--- src/rtl/calc_zbuf_if.sv ---
// Signal bundle between the calc result stream and its downstream consumer.
// Handshakes: calc pushes Z with pushZ and cannot be stalled. Zo is taken on
// every rising edge where pushZo is high and stopZo is low.
interface calc_zbuf_if #(
    parameter int W     = 32,
    parameter int DEPTH = 8
);
    localparam int CW = $clog2(DEPTH + 1);

    logic [W-1:0]  Z;
    logic          pushZ;
    logic [W-1:0]  Zo;
    logic          pushZo;
    logic          stopZo;
    logic [CW-1:0] count;
    logic          full;
    logic          ovf;

    modport master (
        output Z, pushZ, stopZo,
        input  Zo, pushZo, count, full, ovf
    );

    modport slave (
        input  Z, pushZ, stopZo,
        output Zo, pushZo, count, full, ovf
    );
endinterface

--- src/rtl/calc_zbuf.sv ---
// Elastic output buffer for calc results. Every push is accepted into a FIFO;
// pushes that arrive while the FIFO is full and stalled are dropped and flagged in ovf.
module calc_zbuf #(
    parameter int W     = 32,
    parameter int DEPTH = 8
) (
    input logic        clk,
    input logic        rst,
    calc_zbuf_if.slave zb
);
    localparam int AW = $clog2(DEPTH);
    localparam int CW = $clog2(DEPTH + 1);

    logic [W-1:0]  mem [DEPTH];
    logic [AW-1:0] wp;
    logic [AW-1:0] rp;
    logic [CW-1:0] cnt;
    logic          ovf_q;

    logic is_full;
    logic pop;
    logic wr;
    logic drop;

    assign is_full = (cnt == CW'(DEPTH));
    assign pop     = (cnt != '0) && !zb.stopZo;
    // A pop frees the head slot on the same edge, so a full FIFO can still accept.
    assign wr      = zb.pushZ && (!is_full || pop);
    assign drop    = zb.pushZ && is_full && !pop;

    always_ff @(posedge clk or negedge rst) begin
        if (!rst) begin
            wp    <= '0;
            rp    <= '0;
            cnt   <= '0;
            ovf_q <= 1'b0;
        end else begin
            if (wr)
                wp <= wp + AW'(1);
            if (pop)
                rp <= rp + AW'(1);
            if (wr && !pop)
                cnt <= cnt + CW'(1);
            else if (pop && !wr)
                cnt <= cnt - CW'(1);
            if (drop)
                ovf_q <= 1'b1;
        end
    end

    // Storage is deliberately not reset; Zo is meaningless while pushZo is low.
    always_ff @(posedge clk) begin
        if (wr)
            mem[wp] <= zb.Z;
    end

    assign zb.Zo     = mem[rp];
    assign zb.pushZo = (cnt != '0);
    assign zb.count  = cnt;
    assign zb.full   = is_full;
    assign zb.ovf    = ovf_q;
endmodule

--- src/flat_wrapper.sv ---
// flat-port wrapper written by rule: the top's interface ports become plain ports
module calc_zbuf_flat 
#(
    parameter int W     = 32,
    parameter int DEPTH = 8
)
  (clk, rst, zb_Z, zb_pushZ, zb_stopZo, zb_Zo, zb_pushZo, zb_count, zb_full, zb_ovf);
  calc_zbuf_if #(.W(W), .DEPTH(DEPTH)) zb_i ();
  input logic clk;
  input logic rst;
  input wire logic [$bits(zb_i.Z)-1:0] zb_Z;
  input wire logic [$bits(zb_i.pushZ)-1:0] zb_pushZ;
  input wire logic [$bits(zb_i.stopZo)-1:0] zb_stopZo;
  output wire logic [$bits(zb_i.Zo)-1:0] zb_Zo;
  output wire logic [$bits(zb_i.pushZo)-1:0] zb_pushZo;
  output wire logic [$bits(zb_i.count)-1:0] zb_count;
  output wire logic [$bits(zb_i.full)-1:0] zb_full;
  output wire logic [$bits(zb_i.ovf)-1:0] zb_ovf;
  assign zb_i.Z = zb_Z;
  assign zb_i.pushZ = zb_pushZ;
  assign zb_i.stopZo = zb_stopZo;
  assign zb_Zo = zb_i.Zo;
  assign zb_pushZo = zb_i.pushZo;
  assign zb_count = zb_i.count;
  assign zb_full = zb_i.full;
  assign zb_ovf = zb_i.ovf;
  calc_zbuf #(.W(W), .DEPTH(DEPTH)) u_core (.clk(clk), .rst(rst), .zb(zb_i));
endmodule
--- config.mk ---
export PLATFORM = sky130hd
export DESIGN_NAME = calc_zbuf_flat
export DESIGN_NICKNAME = d
export VERILOG_FILES = /design/src/rtl/calc_zbuf_if.sv /design/src/rtl/calc_zbuf.sv /design/src/flat_wrapper.sv
export SDC_FILE = /design/constraint.sdc
export NUM_CORES = 1
export LEC_CHECK = 0
export ABC_AREA = 1
export CAP_MARGIN = 0
export CELL_PAD_IN_SITES_DETAIL_PLACEMENT = 0
export CELL_PAD_IN_SITES_GLOBAL_PLACEMENT = 1
export CORE_UTILIZATION = 46
export CTS_CLUSTER_DIAMETER = 200
export DETAILED_ROUTE_END_ITERATION = 8
export GPL_ROUTABILITY_DRIVEN = 1
export GPL_TIMING_DRIVEN = 0
export PLACE_DENSITY_LB_ADDON = 0.08
export SLEW_MARGIN = 40
export SYNTH_ARGS = -nofsm -noshare
export SYNTH_HDL_FRONTEND = slang
export SYNTH_SLANG_ARGS = --single-unit
--- constraint.sdc ---
create_clock -name clk -period 3.8 [get_ports clk]
set_input_delay 0.57 -clock clk [delete_from_list [all_inputs] [get_ports clk]]
set_output_delay 0.57 -clock clk [all_outputs]
set_load 0.03 [all_outputs]
# Word level (Yosys, flattened, before mapping)
# Memory sizes are Yosys's and may differ from the RTL's.
# Index checks and enable logic that the tools add are counted.
# word_totals
register_bits,11
mem_bits_rw,256
inputBits,36
output_inout_bits,39
n_memories,1
# op_classes
n_addsub,4
eq_ne,1
muxes,4
reduce_logical,13
# mem_list
name,depth,width,read_ports,rd_ports_with_merged_regs,wr,line,rtl
u_core.mem,8,32,1,0,1,calc_zbuf.sv:14,logic [W-1:0] mem [DEPTH];
# ops
op,n
$mux W4,2
$add A3 B1 Y3 const B,2
$logic_and A1 B1 Y1,6
$add A4 B1 Y4 const B,1
$eq A4 B4 Y1 const B,1
$logic_not A1 Y1,4
$reduce_bool A4 Y1,1
$sub A4 B1 Y4 const B,1
$mux W1,2
$reduce_bool A2 Y1,1
$logic_or A1 B1 Y1,1

# Depth between registers and ports, before layout
# logic_depth
word_depth,8
depth_mapped,13
depth_no_buf,13

# Least setup slack after synthesis
# OpenSTA, ideal clock, no wires.
# synth_path
kind,register to register
start,"reg u_core.cnt[0], in the netlist u_core.zb.count[0]"
end,"mem u_core.mem[0][0], enable pin"
setup_ns,0.421
arrival_time_ns,2.434
required_ns,3.379
setup_slack_ns,0.945
stages_incl_launch_ff,5
n_path_buf,0
cell_sequence,dfrtp_1 nor2_1 nand4_1 nand3b_1 nor2_1
# synth_between
elab_chain_cells,6
# synth_lines
element,line,rtl
"start, declared",calc_zbuf.sv:17,logic [CW-1:0] cnt;
"start signal, assigned",calc_zbuf.sv:43,cnt <= cnt + CW'(1);
"start signal, assigned",calc_zbuf.sv:45,cnt <= cnt - CW'(1);
$eq A4 B4 Y1 / $reduce_bool A4 Y1 (equally long branches),"calc_zbuf.sv:25, calc_zbuf.sv:26",
$logic_not A1 Y1 / $logic_and A1 B1 Y1 (equally long branches),"calc_zbuf.sv:28, calc_zbuf.sv:26",
$logic_or A1 B1 Y1 *,calc_zbuf.sv:28,assign wr = zb.pushZ && (!is_full || pop);
$logic_and A1 B1 Y1 *,calc_zbuf.sv:28,
$mux W1 *,calc_zbuf.sv:53,if (wr)
$mux W1 (not written as such) *,calc_zbuf.sv:54,mem[wp] <= zb.Z;
"end, declared",calc_zbuf.sv:14,
# Every way passes the cells marked *; elsewhere a longest branch is shown, timed or not.

# Worst setup path after layout
# layout_path
start,reg u_core.rp[2]
end,out zb_Zo[29]
# layout_between
elab_chain_cells,1
# layout_lines
element,line,rtl
"start, declared",calc_zbuf.sv:16,logic [AW-1:0] rp;
"start signal, assigned",calc_zbuf.sv:41,rp <= rp + AW'(1);
$mem_v2 Z8 W32,n/a,
"end, declared",flat_wrapper.sv:14,output wire logic [$bits(zb_i.Zo)-1:0] zb_Zo;
# No other way between the ends.

==> impl_metrics.tcl <==
set metrics [dict create \
    outcome "finished clean" \
    ys_ff_latch 267 \
    synth_edf_count 256 \
    fmax_ghz 0.2987 \
    ys_warn_count 0 \
    placementRows 57 \
    stdcell_count 1664 \
    avgSynthCellArea_sq_um 9.764 \
    drv_slew 0 \
    whs_ns 0.3831 \
    core-area_sq_um 24600 \
    cap_violations 0 \
    antenna_found_initial 0 \
    cp-end-kind "output pin" \
    vias 7697 \
    grt_pass1_wl_um 41570 \
    grt_pass1_vias 7535 \
    critPathBufInv 4 \
    crit_start "u_core.rp[2]$_DFFE_PN0N_" \
    cpMostUsedCell "nand2_1" \
    dp.cells 1612 \
    pre_cts_ws_ns 0.6789 \
    timing.final.crit_share_pct 88.10 \
    vias_per_cell 4.626 \
    synth-seq-area-share_pct 68.07 \
    cts.clk_slew.worst_paths_ns 0.06 \
    path_class "flip-flop to output pin" \
    hold_path_class "input port to asynchronous set/reset pin" \
    postCtsHoldBufs 0 \
    cts-resized-gates 0 \
    max_stage_delay_ns 0.69 \
    die_h_um 161.5 \
    grt_max_degree 18 \
    max-slew-margin-rel_pct 50.88 \
    die-area_sq_um 26070 \
    critPathLaunchType "flip-flop" \
    multiInputGateArea_sq_um 2942 \
    clock_latency_ns 0.54 \
    syn_to_final_growth_pct 22.82 \
    drtIter0Drc 461 \
    cp_cell_sequence "buf_2 -> inv_1 -> buf_1 -> nand2_1 -> nand2_1 -> clkdlybuf4s50_1" \
    ys.flop_type "edfxtp_1" \
    finalCriticalPeriod_ns 3.348 \
    overflow 0 \
    synth_nets 1240 \
    r2r_start "u_core.zb.count[0]$_DFFE_PN0P_" \
    cts_max_level 1 \
    yosysTopAreaCell "edfxtp_1" \
    die_w_um 161.5 \
    worst_slack_ns 0.4521 \
    synth_top_cells_by_count "nand2_1 (446), nor2_1 (267), edfxtp_1 (256), inv_1 (142), buf_2 (22)" \
    io_pins 75 \
    dpl.hpwl_um 17400 \
    syn_area_sq_um 11700 \
    synthDistinctLibCells 21 \
    power-per-cell-area_nw_per_um2 832.7 \
    async_flop_share_pct 4.120 \
    cpLargestDelayFamily "buffers and inverters" \
    cp.arrival_ns 2.78 \
    grt.total_usage_pct 21.23 \
    postCtsSetupBuffers 0 \
    leakagePower_nw 6.150 \
    ir_worst_vdd_uv 432.7 \
    regArea_sq_um 7963 \
    reg2reg_slack_ns 1.13 \
    cp_data_required_time_ns 3.23 \
    n_fill_cell 2127 \
    start_util_pct 47.54 \
    finalSetupViolCount 0 \
    rsz0062_at_grt "no" \
    dr.pass1.iters 5 \
    tightest_slew_ns 0.7369 \
    numPortBuffers 74 \
    r2r_end "u_core.zb.count[3]$_DFFE_PN0P_" \
    numCtsBuffers 28 \
    drt-total-wl_um 26540 \
    gp_congestion 0.7271 \
    yosys.cell_count.top_type "nand2_1" \
    drc 0 \
    final_hold_viol_count 0 \
    worstRegToRegCells 12 \
    tritoncts "built" \
    synth_top_area_share_pct 65.72 \
    worstPathMaxFanout 10 \
    post_drt_wl_per_cell_um 15.95 \
    drive_gt1_share_pct 8.284 \
    utilization_pct 58.39 \
    synth_cells 1198 \
    cp_slowest_cell "clkdlybuf4s50_1" \
    ys_top_cells_by_area "edfxtp_1 (66%), nand2_1 (14%), nor2_1 (8.6%)" \
    skew_ns 0.01328 \
    cts-root-buf "clkbuf_16" \
    nets 1360 \
    clockBufferDepth 3 \
    ant_nets 0 \
    num_antenna_cells 0 \
    cts_sinks 267 \
]
==> metrics by stage <==
| step | instance area [sq um] | power, mW | setup TNS [ns] |
|---|---|---|---|
| 2_1_floorplan | 11700 | 7.042 | 0 |
| 3_3_place_gp | 12840 | 8.804 | -196.78 |
| 3_5_place_dp | 13310 | 9.019 | 0 |
| 4_1_cts | 14370 | 12.11 | 0 |
| 5_1_grt | 14370 | 12.72 | 0 |
| 6_report | 14370 | 11.96 | 0 |
==> worst max path at each step <==
stage	to	slack [ns]	cells past startpoint
final	zb_Zo[29]	0.45	6
after global routing	zb_Zo[29]	0.32	8
after CTS	zb_Zo[7]	0.41	6
after detailed placement	u_core.zb.count[3]$_DFFE_PN0P_	0.68	12
after global placement	u_core.mem[1][14]$_DFFE_PP_	-0.91	4
after floorplan	u_core.mem[0][0]$_DFFE_PP_	0.94	4
==> cells in the final DEF, fill, tap and decap left out, types with 5 or more instances in the layout <==
cell type and instances:
bufinv_16 8, clkinvlp_4 6, nand3_1 10, edfxtp_1 256
nor2_4 8, ha_1 5, clkbuf_1 5, buf_6 11
nor2_1 259, clkdlybuf4s50_1 74, buf_16 13, inv_1 142
dfrtp_1 11, clkbuf_16 29, buf_2 22, buf_1 8
nand2_1 446
==> layer usage <==
metal	global-route usage [%]	vias to the layer above	share of wire, %
li1	-	3963	-
met5	0	-	0
met1	28.71	3533	46
met3	3.082	29	4.9
met2	35.89	172	48
met4	5.746	0	1.4
==> layout make-up <==
class                           count  share of cell area (%)
Timing Repair Buffer               90                   7.960
Clock inverter                     21                   2.203
Inverter                          143                   3.736
Clock buffer                       31                   5.173
Buffer                             49                   2.203
Multi-Input combinational cell    739                   20.48
Tap cell                          324                   2.822
Sequential cell                   267                   55.43
==> registers in the layout, indices dropped and copies added (netlist names) <==
| register | cells |
|---|---|
| u_core.wp | 3 |
| u_core.zb.count | 4 |
| u_core.zb.ovf | 1 |
| u_core.mem | 256 |
| u_core.rp | 3 |
==> cells by family after synthesis <==
logic type,share of synthesized area (%)
AOI/OAI and AO/OA,0.1498
xor gates and xnor gates,0.2995
adders and majority gates,0.7060
buffers and inverters,7.295
DFF,68.07
and+or+nand+nor,23.48
==> where the power goes <==
| part | total, mW | internal [mW] | switching, mW |
|---|---|---|---|
| Clock | 3.07 | 1.95 | 1.12 |
| Combinational | 5.09 | 1.80 | 3.29 |
| Sequential | 3.80 | 3.66 | 0.142 |
| Total | 12.0 | 7.41 | 4.55 |
Power figures use the tool's default switching activity.
